$ cat src/rtl/spi_tx.sv
// SPI master transmit serializer: one word per valid/ready handshake, shifted out
// MSB-first on sdo with run-time CPOL/CPHA selection and a one-cycle end-of-transfer pulse.
module spi_tx #(
  parameter int          DLY          = 1,
  parameter int unsigned SPI_TX_WIDTH = 8,
  parameter int unsigned CLK_DIV      = 2,
  localparam int unsigned LW          = $clog2(SPI_TX_WIDTH)
) (
  input  logic                       clk,
  input  logic                       rstn,
  input  logic                       cpol,
  input  logic                       cpoa,
  input  logic [LW-1:0]              length,
  input  logic [SPI_TX_WIDTH+LW-1:0] tx_data,
  input  logic                       tx_vld,
  output logic                       tx_rdy,
  output logic                       tx_eot,
  output logic                       sdo,
  output logic                       spi_bus_clk
);

  localparam int unsigned N  = SPI_TX_WIDTH;
  localparam int unsigned DW = (CLK_DIV > 1) ? $clog2(CLK_DIV) : 1;

  // DLY only models a register update delay in simulation; it has no function here.
  if (CLK_DIV < 1 || DLY < 0) begin : g_param_check
    $error("spi_tx: CLK_DIV must be >= 1 and DLY must be >= 0");
  end

  typedef enum logic [1:0] {
    IDLE  = 2'd0,
    SHIFT = 2'd1,
    DONE  = 2'd2
  } state_t;

  state_t        state, state_n;
  logic [N-1:0]  data, data_n;
  logic [LW-1:0] idx, idx_n;
  logic [DW-1:0] div, div_n;
  logic          half, half_n;
  logic          pol_q, pol_n;
  logic          pha_q, pha_n;
  logic          rdy_n, eot_n, sdo_n, sclk_n;

  logic [N-1:0]  payload;
  logic [LW-1:0] len_field;
  logic [LW-1:0] eff_len;

  // Effective frame length is the shorter of the per-word and the global limit.
  assign payload   = tx_data[N-1:0];
  assign len_field = tx_data[N +: LW];
  assign eff_len   = (len_field < length) ? len_field : length;

  always_ff @(posedge clk) begin
    if (rstn) begin
      state       <= IDLE;
      data        <= '0;
      idx         <= '0;
      div         <= '0;
      half        <= 1'b0;
      pol_q       <= 1'b0;
      pha_q       <= 1'b0;
      tx_rdy      <= 1'b0;
      tx_eot      <= 1'b0;
      sdo         <= 1'b0;
      spi_bus_clk <= 1'b0;
    end else begin
      state       <= state_n;
      data        <= data_n;
      idx         <= idx_n;
      div         <= div_n;
      half        <= half_n;
      pol_q       <= pol_n;
      pha_q       <= pha_n;
      tx_rdy      <= rdy_n;
      tx_eot      <= eot_n;
      sdo         <= sdo_n;
      spi_bus_clk <= sclk_n;
    end
  end

  // Next state and next registered outputs; output values describe the upcoming cycle.
  always_comb begin
    state_n = state;
    data_n  = data;
    idx_n   = idx;
    div_n   = div;
    half_n  = half;
    pol_n   = pol_q;
    pha_n   = pha_q;
    rdy_n   = 1'b0;
    eot_n   = 1'b0;
    sdo_n   = sdo;
    sclk_n  = spi_bus_clk;

    case (state)
      IDLE: begin
        rdy_n  = 1'b1;
        sclk_n = cpol;
        sdo_n  = 1'b0;
        if (tx_vld && tx_rdy) begin
          state_n = SHIFT;
          data_n  = payload;
          idx_n   = eff_len;
          div_n   = '0;
          half_n  = 1'b0;
          pol_n   = cpol;
          pha_n   = cpoa;
          rdy_n   = 1'b0;
          sdo_n   = payload[eff_len];
          sclk_n  = cpoa ? ~cpol : cpol;
        end
      end

      SHIFT: begin
        if (div == DW'(CLK_DIV - 1)) begin
          div_n = '0;
          if (!half) begin
            half_n = 1'b1;
            sclk_n = pha_q ? pol_q : ~pol_q;
          end else if (idx == '0) begin
            state_n = DONE;
            eot_n   = 1'b1;
            sdo_n   = 1'b0;
            sclk_n  = pol_q;
          end else begin
            half_n = 1'b0;
            idx_n  = idx - LW'(1);
            sdo_n  = data[idx - LW'(1)];
            sclk_n = pha_q ? ~pol_q : pol_q;
          end
        end else begin
          div_n = div + DW'(1);
        end
      end

      DONE: begin
        state_n = IDLE;
        rdy_n   = 1'b1;
        sdo_n   = 1'b0;
        sclk_n  = cpol;
      end

      default: begin
        state_n = IDLE;
      end
    endcase
  end

endmodule

$ cat config.mk
export PLATFORM = sky130hd
export DESIGN_NAME = spi_tx
export DESIGN_NICKNAME = d
export VERILOG_FILES = /design/src/rtl/spi_tx.sv
export SDC_FILE = /design/constraint.sdc
export NUM_CORES = 1
export LEC_CHECK = 0
export ABC_AREA = 1
export CAP_MARGIN = 15
export CORE_ASPECT_RATIO = 1.4
export CORE_MARGIN = 2
export CORE_UTILIZATION = 55
export CTS_CLUSTER_SIZE = 40
export DETAILED_ROUTE_END_ITERATION = 6
export GPL_TIMING_DRIVEN = 0
export PLACE_DENSITY = 0.94
export SYNTH_ARGS = -nofsm -noshare
export SYNTH_HDL_FRONTEND = slang
export SYNTH_SLANG_ARGS = --single-unit
export TNS_END_PERCENT = 10
$ cat constraint.sdc
create_clock -name clk -period 4.2 [get_ports clk]
set_clock_uncertainty 0.15 [all_clocks]
set_input_delay 0.84 -clock clk [delete_from_list [all_inputs] [get_ports clk]]
set_output_delay 0.84 -clock clk [all_outputs]
set_load 0.05 [all_outputs]
==> metrics.md <==
| Metric | Value |
|---|---|
| Status | complete, no violations |
| Unique cell type count in the Yosys netlist | 24 |
| RSZ-0062 raised after global routing | false |
| Syn Std Cell Area | 0.001265 sq mm |
| Vias in the first global route | 1261 |
| Area occupied by multi-input gates | 728.2 sq um |
| Internal power component | 452.9 uW |
| Initial antenna violation count | 0 |
| Ant diodes | 0 |
| Clock-pin slew on the worst setup and hold paths | 0.12 ns |
| Synth warn | 0 |
| Worst Hold Class | reg2reg |
| Cell Rows | 20 |
| First-pass DRT Iterations | 4 |
| Register area | 420.4 sq um |
| Post-synth top area cell | dfxtp_1 |
| Top cell type's share of synthesized area | 0.3323 |
| Post-synthesis sequential area ratio | 0.3323 |
| Num CTS Buffers | 3 |
| Die Span Y | 60.75 um |
| DR WL/cell | 12.35 um |
| Crit path capture type | flop |
| Max Cap Violations | 0 |
| Required @ worst endpoint | 4.27 ns |
| DR WL met3 | 117 um |
| Worst hold slack | 0.3199 ns |
| Total GRT Usage | 0.2453 |
| Fillers | 191 |
| XOR/XNOR Fraction of Synth Area | 0.01385 |
| Met1 wire length | 1.129 mm |
| Reg power frac | 0.356 |
| Achievable clock frequency | 390.1 MHz |
| Switch Pwr | 383.2 uW |
| Clk buf depth | 2 |
| CP arrival | 2.64 ns |
| Synthesized instance count | 182 |
| Drc violations | 0 |
| Layout cell share with drive strength beyond 1 | 0.09135 |
| Root buffer cell | clkbuf_4 |
| Worst hold start | data[6] |
| Final Max Slew Viols | 0 |
| Final HPWL DP | 2.307 mm |
| First-pass GRT wire length | 4.961 mm |
| Cts hold-fix bufs | 0 |
| Largest net degree at the start of global routing | 13 |
| Final-report setup violation count | 0 |
| Chip Width | 44.53 um |
| Mux cell area share after synthesis | 0 |
| CTS tree | yes |
| Critical path startpoint category | input pin |
| Comb power frac | 0.523 |
| Highest metal used | met4 |
| Flop-to-flop setup slack | 2.36 ns |
| Vias | 1292 |
| Post-Syn Nets | 210 |
| Critical R2R Launch | state[1] |
| Largest family of logic cells by synthesized area | simple AND/OR/NAND/NOR gates |
| Cts repair resizes | 0 |
| Crit path launch | length[2] |
| Peak supply drop | 0.2729 mV |
| #FFs+latches synth | 21 |
| Setup Total Neg Slack | 0 ns |
| Iter 0 DRT Violations | 42 |
| Slew margin rel. | 0.6704 |
| Post-synthesis compound-gate area fraction | 0.2038 |
| Final hold vios | 0 |
| Area delta synth->final | 21.76% |
| Clock latency on the worst-skew pair | 0.32 ns |
| Synth area leaders | dfxtp_1 33%, ha_1 8.9%, nand2_1 7.4%, inv_1 6.8%, nand3_1 6.3% |
| Initial Utilization | 0.5810 |
| Met2 wire length | 1.455 mm |
| Setup WS pre-CTS | 1.290 ns |
| Setup Fix Bufs, Post-CTS | 0 |
| Post-Synth Simple-Gate Area | 0.2690 |
| IO buf count | 22 |
| Leak | 0.0006889 uW |
| Post-DR vias/cell | 5.617 |
| Post-Route WL | 2.840 mm |
| Setup Crit Path Kind | in2reg |
| Pwr Density | 542.9 mW/mm^2 |
| Min Tclk post-route | 2.564 ns |
| Setup WS post-layout | 1.636 ns |
| H-tree depth | 1 |
| Crit Path Max Fanout | 5 |
| Core area | 0.002177 sq mm |
| Nets | 237 |
| Mean Syn Cell Area | 6.950 sq um |
| Period utilization | 0.6104 |
| Number of routed nets with antenna violations | 0 |
| Clock sinks | 21 |
| Gpl congestion | 0.8557 |
| Grt ovf | 0 |
| Actual slew at the worst max-slew pin | 0.4929 ns |
| IO Pins | 23 |
| Synth Area in Adders | 0.08902 |
| Die Area | 0.002705 sq mm |
| Sw Ratio | 0.4583 |
| Clock network power share | 0.121 |
[state kept, by name, summed over array words and instances (netlist names)]
| name | count |
|---|---|
| sdo | 1 |
| state | 2 |
| pol_q | 1 |
| data | 8 |
| spi_bus_clk | 1 |
| div | 1 |
| half | 1 |
| pha_q | 1 |
| tx_eot | 1 |
| tx_rdy | 1 |
| idx | 3 |
[power groups by stage]
stage / Sequential (uW) / Combinational [uW] / Clock, uW
after floorplan: 327 / 296 / 0
after global placement: 299 / 420 / 0
after detailed placement: 301 / 435 / 0
after CTS: 297 / 437 / 104
after global routing: 305 / 492 / 111
final: 298 / 437 / 102
[cell usage in the layout, fill, tap and decap left out, drive strengths merged]
cell type      synthesis  routed
clkinv                 0       1
o211a                  1       1
a31oi                  3       3
ha                     9       9
o21ai                 23      23
nand2                 28      28
xnor2                  1       1
nand3                 16      16
clkdlybuf4s50          0      22
a211oi                 1       1
nand4                  1       1
clkbuf                 2       5
or2                    1       1
xor2                   1       1
nand3b                 5       5
o211ai                 2       2
a21oi                 16      16
nor2                  22      22
dfxtp                 21      21
inv                   29      29
[worst paths after layout]
path	end	depth (start not counted)
min reg2reg	data[6]	2
max reg2reg	sdo	9
max	sdo	11
min	data[6]	2
[worst max-delay path: stages]
cell and delay [ns]:
clkdlybuf4s50_1 0.48, inv_1 0.05, ha_1 0.31, a21oi_2 0.23, nand3_1 0.21, nand2_1 0.17, nand2_1 0.06, nand3_1 0.07
nand3_1 0.07, nand3_1 0.09, a21oi_1 0.06
[per-layer routing]
layer / vias up / track usage
li1: 655 / -
met3: 13 / 0.02083
met5: - / 0
met4: 0 / 0.1775
met1: 584 / 0.2633
met2: 40 / 0.4389
[area by class of cell]
class	count	share of cell area
buffer	2	0.004874
clock buffer	3	0.01462
clock inverter	1	0.003249
inverter	29	0.07067
multi-input combinational	130	0.4728
sequential	21	0.2729
tap	22	0.01787
timing repair buffer	22	0.1430
[stage by stage]
step,total power [uW],instances,util,cell area (sq um)
after detailed placement,736.2,226,0.6948,1513
after floorplan,623.2,182,-,1265
after CTS,837.0,230,0.7075,1540
after global routing,908.0,230,0.7075,1540
final,836.2,230,0.7075,1540
after global placement,718.5,226,0.6948,1513
[Yosys cell counts]
cell / number
a31oi_1: 3
nand2_2: 3
or2_2: 1
o21ai_0: 10
o211ai_1: 2
ha_1: 9
dfxtp_1: 21
inv_2: 6
o21ai_2: 2
xnor2_1: 1
nand3_1: 16
a21oi_1: 15
a21oi_2: 1
nor2_1: 20
nor2_4: 2
nand2_1: 25
inv_1: 23
nand3b_1: 5
o211a_1: 1
a211oi_1: 1
nand4_1: 1
o21ai_1: 11
clkbuf_1: 2
xor2_1: 1
[cell families after synthesis]
family,Yosys count
buffers and inverters,31
AO/OA/AOI/OAI,46
XOR/XNOR,2
AND/OR/NAND/NOR,73
adder cells (fa/ha/maj),9
flip-flops,21
No activity file was read; power rests on OpenSTA's default activity.
==> patch, RTL diff (config.mk and constraints unchanged) <==
`SPI_TX_WIDTH`: 8 -> 4.
--- a/src/rtl/spi_tx.sv
+++ b/src/rtl/spi_tx.sv
@@ -2,7 +2,7 @@
 // MSB-first on sdo with run-time CPOL/CPHA selection and a one-cycle end-of-transfer pulse.
 module spi_tx #(
   parameter int          DLY          = 1,
-  parameter int unsigned SPI_TX_WIDTH = 8,
+  parameter int unsigned SPI_TX_WIDTH = 4,
   parameter int unsigned CLK_DIV      = 2,
   localparam int unsigned LW          = $clog2(SPI_TX_WIDTH)
 ) (
Ports: changed (resized length and tx_data); port bits go from 23 to 17. The function was not compared with the original's and may differ.
==> patch against the unedited design <==
- via count down 25%
- die area down 24%
- count of clock-buffer cells in the layout up 1
- wire length down 25%
- critical endpoint is now tx_rdy
- maximum frequency up 6.0%
- global-route usage down 0.49 points
- total power down 12%
- critical path type is now flop to output port
- sequential power down 23%
- synthesized area down 26%
- design area down 25%
- synthesized cell count down 25%
- first-iteration DRC count down 31%
- worst setup slack better by 0.15 ns
- sequential cell count down 5
==> patch: results (changes against the unedited design) <==
Placement
The placer's final routability congestion estimate came to 0.9133 (+6.7%). The HPWL after detailed placement came to 1657 um (-28%). The count of buffers inserted at the top-level ports is 16 (-27%).

Finish
The number of nets in the final layout is 178 (-25%). The largest registers in the layout are data: 4 flops, idx: 2 flops, state: 2 flops.

Global route
The wire length of the first global-routing pass came to 3498 um (-29%). The via count of the first global-routing pass came to 923 (-27%). The largest net degree at the start of global routing is 11 (-2). The aggregate global-route resource usage is 0.2404 (-0.004853).

Critical path
The maximum fanout encountered on the critical timing path is 2 (-3). The delay contributed by the slowest stage of the critical path is 0.80 ns (+0.32 ns). The data arrival time of the worst path is 1.43 ns (-1.21 ns).

Clock network
The clock latency at the later pin of the worst-skew pair is 0.28 ns (-0.04 ns). The clock transition at the registers of the reported paths is 0.10 ns (-0.02 ns).

Route
The length of routed met3 wiring is 129 um (+10%). The total routed wirelength is 2122 um (-25%). The number of vias in the routed layout is 969 (-25%). The initial DRC count is 29 (-31%). The total met2 wirelength after detailed routing is 1103 um (-24%).

The post-route met1 wirelength is 806 um (-29%).

Power and ir drop
The internal power is 0.3917 mW (-14%). The total power per unit cell area is 641.7 nW/um^2 (+18%). The maximum ir drop on the vdd rail is 0.0004312 V (+58%). The leakage power of the design is 0.5220 nW (-24%).

STA
The max-slew headroom at the worst pin came to 0.6720 (+0.001623).

Run status
The run finished with clean final reports.

Logic synthesis
The xor/xnor cell area share of the yosys netlist was 0 (-0.01385). The unique cell type count in the Yosys netlist was 20 (-17%). The proportion of synthesized chip area in sequential cells came to 0.3436 (+0.01128). The fraction of the mapped netlist area in compound gates is 0.1893 (-0.01450). By area the synthesized netlist is led by dfxtp_1 (34%), ha_1 (11%), nand2_1 (10%), inv_1 (9.7%), a21oi_1 (8.6%).
[patch: metrics by stage]
step                total power, mW    util  setup slack (ns)  instance area (sq um)  cells
floorplan                    0.5248       -             2.219                  932.1    136
global placement             0.6067  0.7091             1.625                   1116    171
detailed placement           0.6302  0.7091             1.560                   1116    171
CTS                          0.7372  0.7321             1.775                   1152    175
global route                 0.7986  0.7321             1.696                   1152    175
finish                       0.7395  0.7321             1.782                   1152    175
[patch: cell type report]
cell class	count	share of cell area
repair buffers	16	0.1390
multi-input cells	92	0.4387
flip-flops and latches	16	0.2780
well taps	19	0.02063
plain buffers	2	0.007600
inverters	26	0.08469
clock buffers	4	0.03149
[patch: per-layer routing]
metal	vias to the layer above	GRT usage
li1	476	-
met1	441	0.2605
met2	41	0.4194
met3	11	0.02553
met4	0	0.1552
met5	-	0
[patch: final timing paths]
| path | start | slack, ns | depth (start not counted) | to |
|---|---|---|---|---|
| min reg2reg | data[0] | 0.31 | 2 | data[0] |
| max | tx_rdy | 1.78 | 1 | tx_rdy |
| min | data[0] | 0.31 | 2 | data[0] |
| max reg2reg | state[1] | 2.31 | 10 | sdo |
[patch: cell families (layout without fill, tap and decap cells)]
group           count (synthesis)  in the layout
fa+ha+maj                       8              8
simple gates                   52             52
flops                          16             16
buf+inv                        28             48
compound gates                 32             32
[patch: power groups by stage]
| stage | clock network [mW] | registers [mW] | logic, mW |
|---|---|---|---|
| after floorplan | 0 | 0.266 | 0.259 |
| after global placement | 0 | 0.229 | 0.377 |
| after detailed placement | 0 | 0.232 | 0.398 |
| after CTS | 0.103 | 0.229 | 0.405 |
| after global routing | 0.110 | 0.235 | 0.453 |
| final | 0.101 | 0.230 | 0.408 |
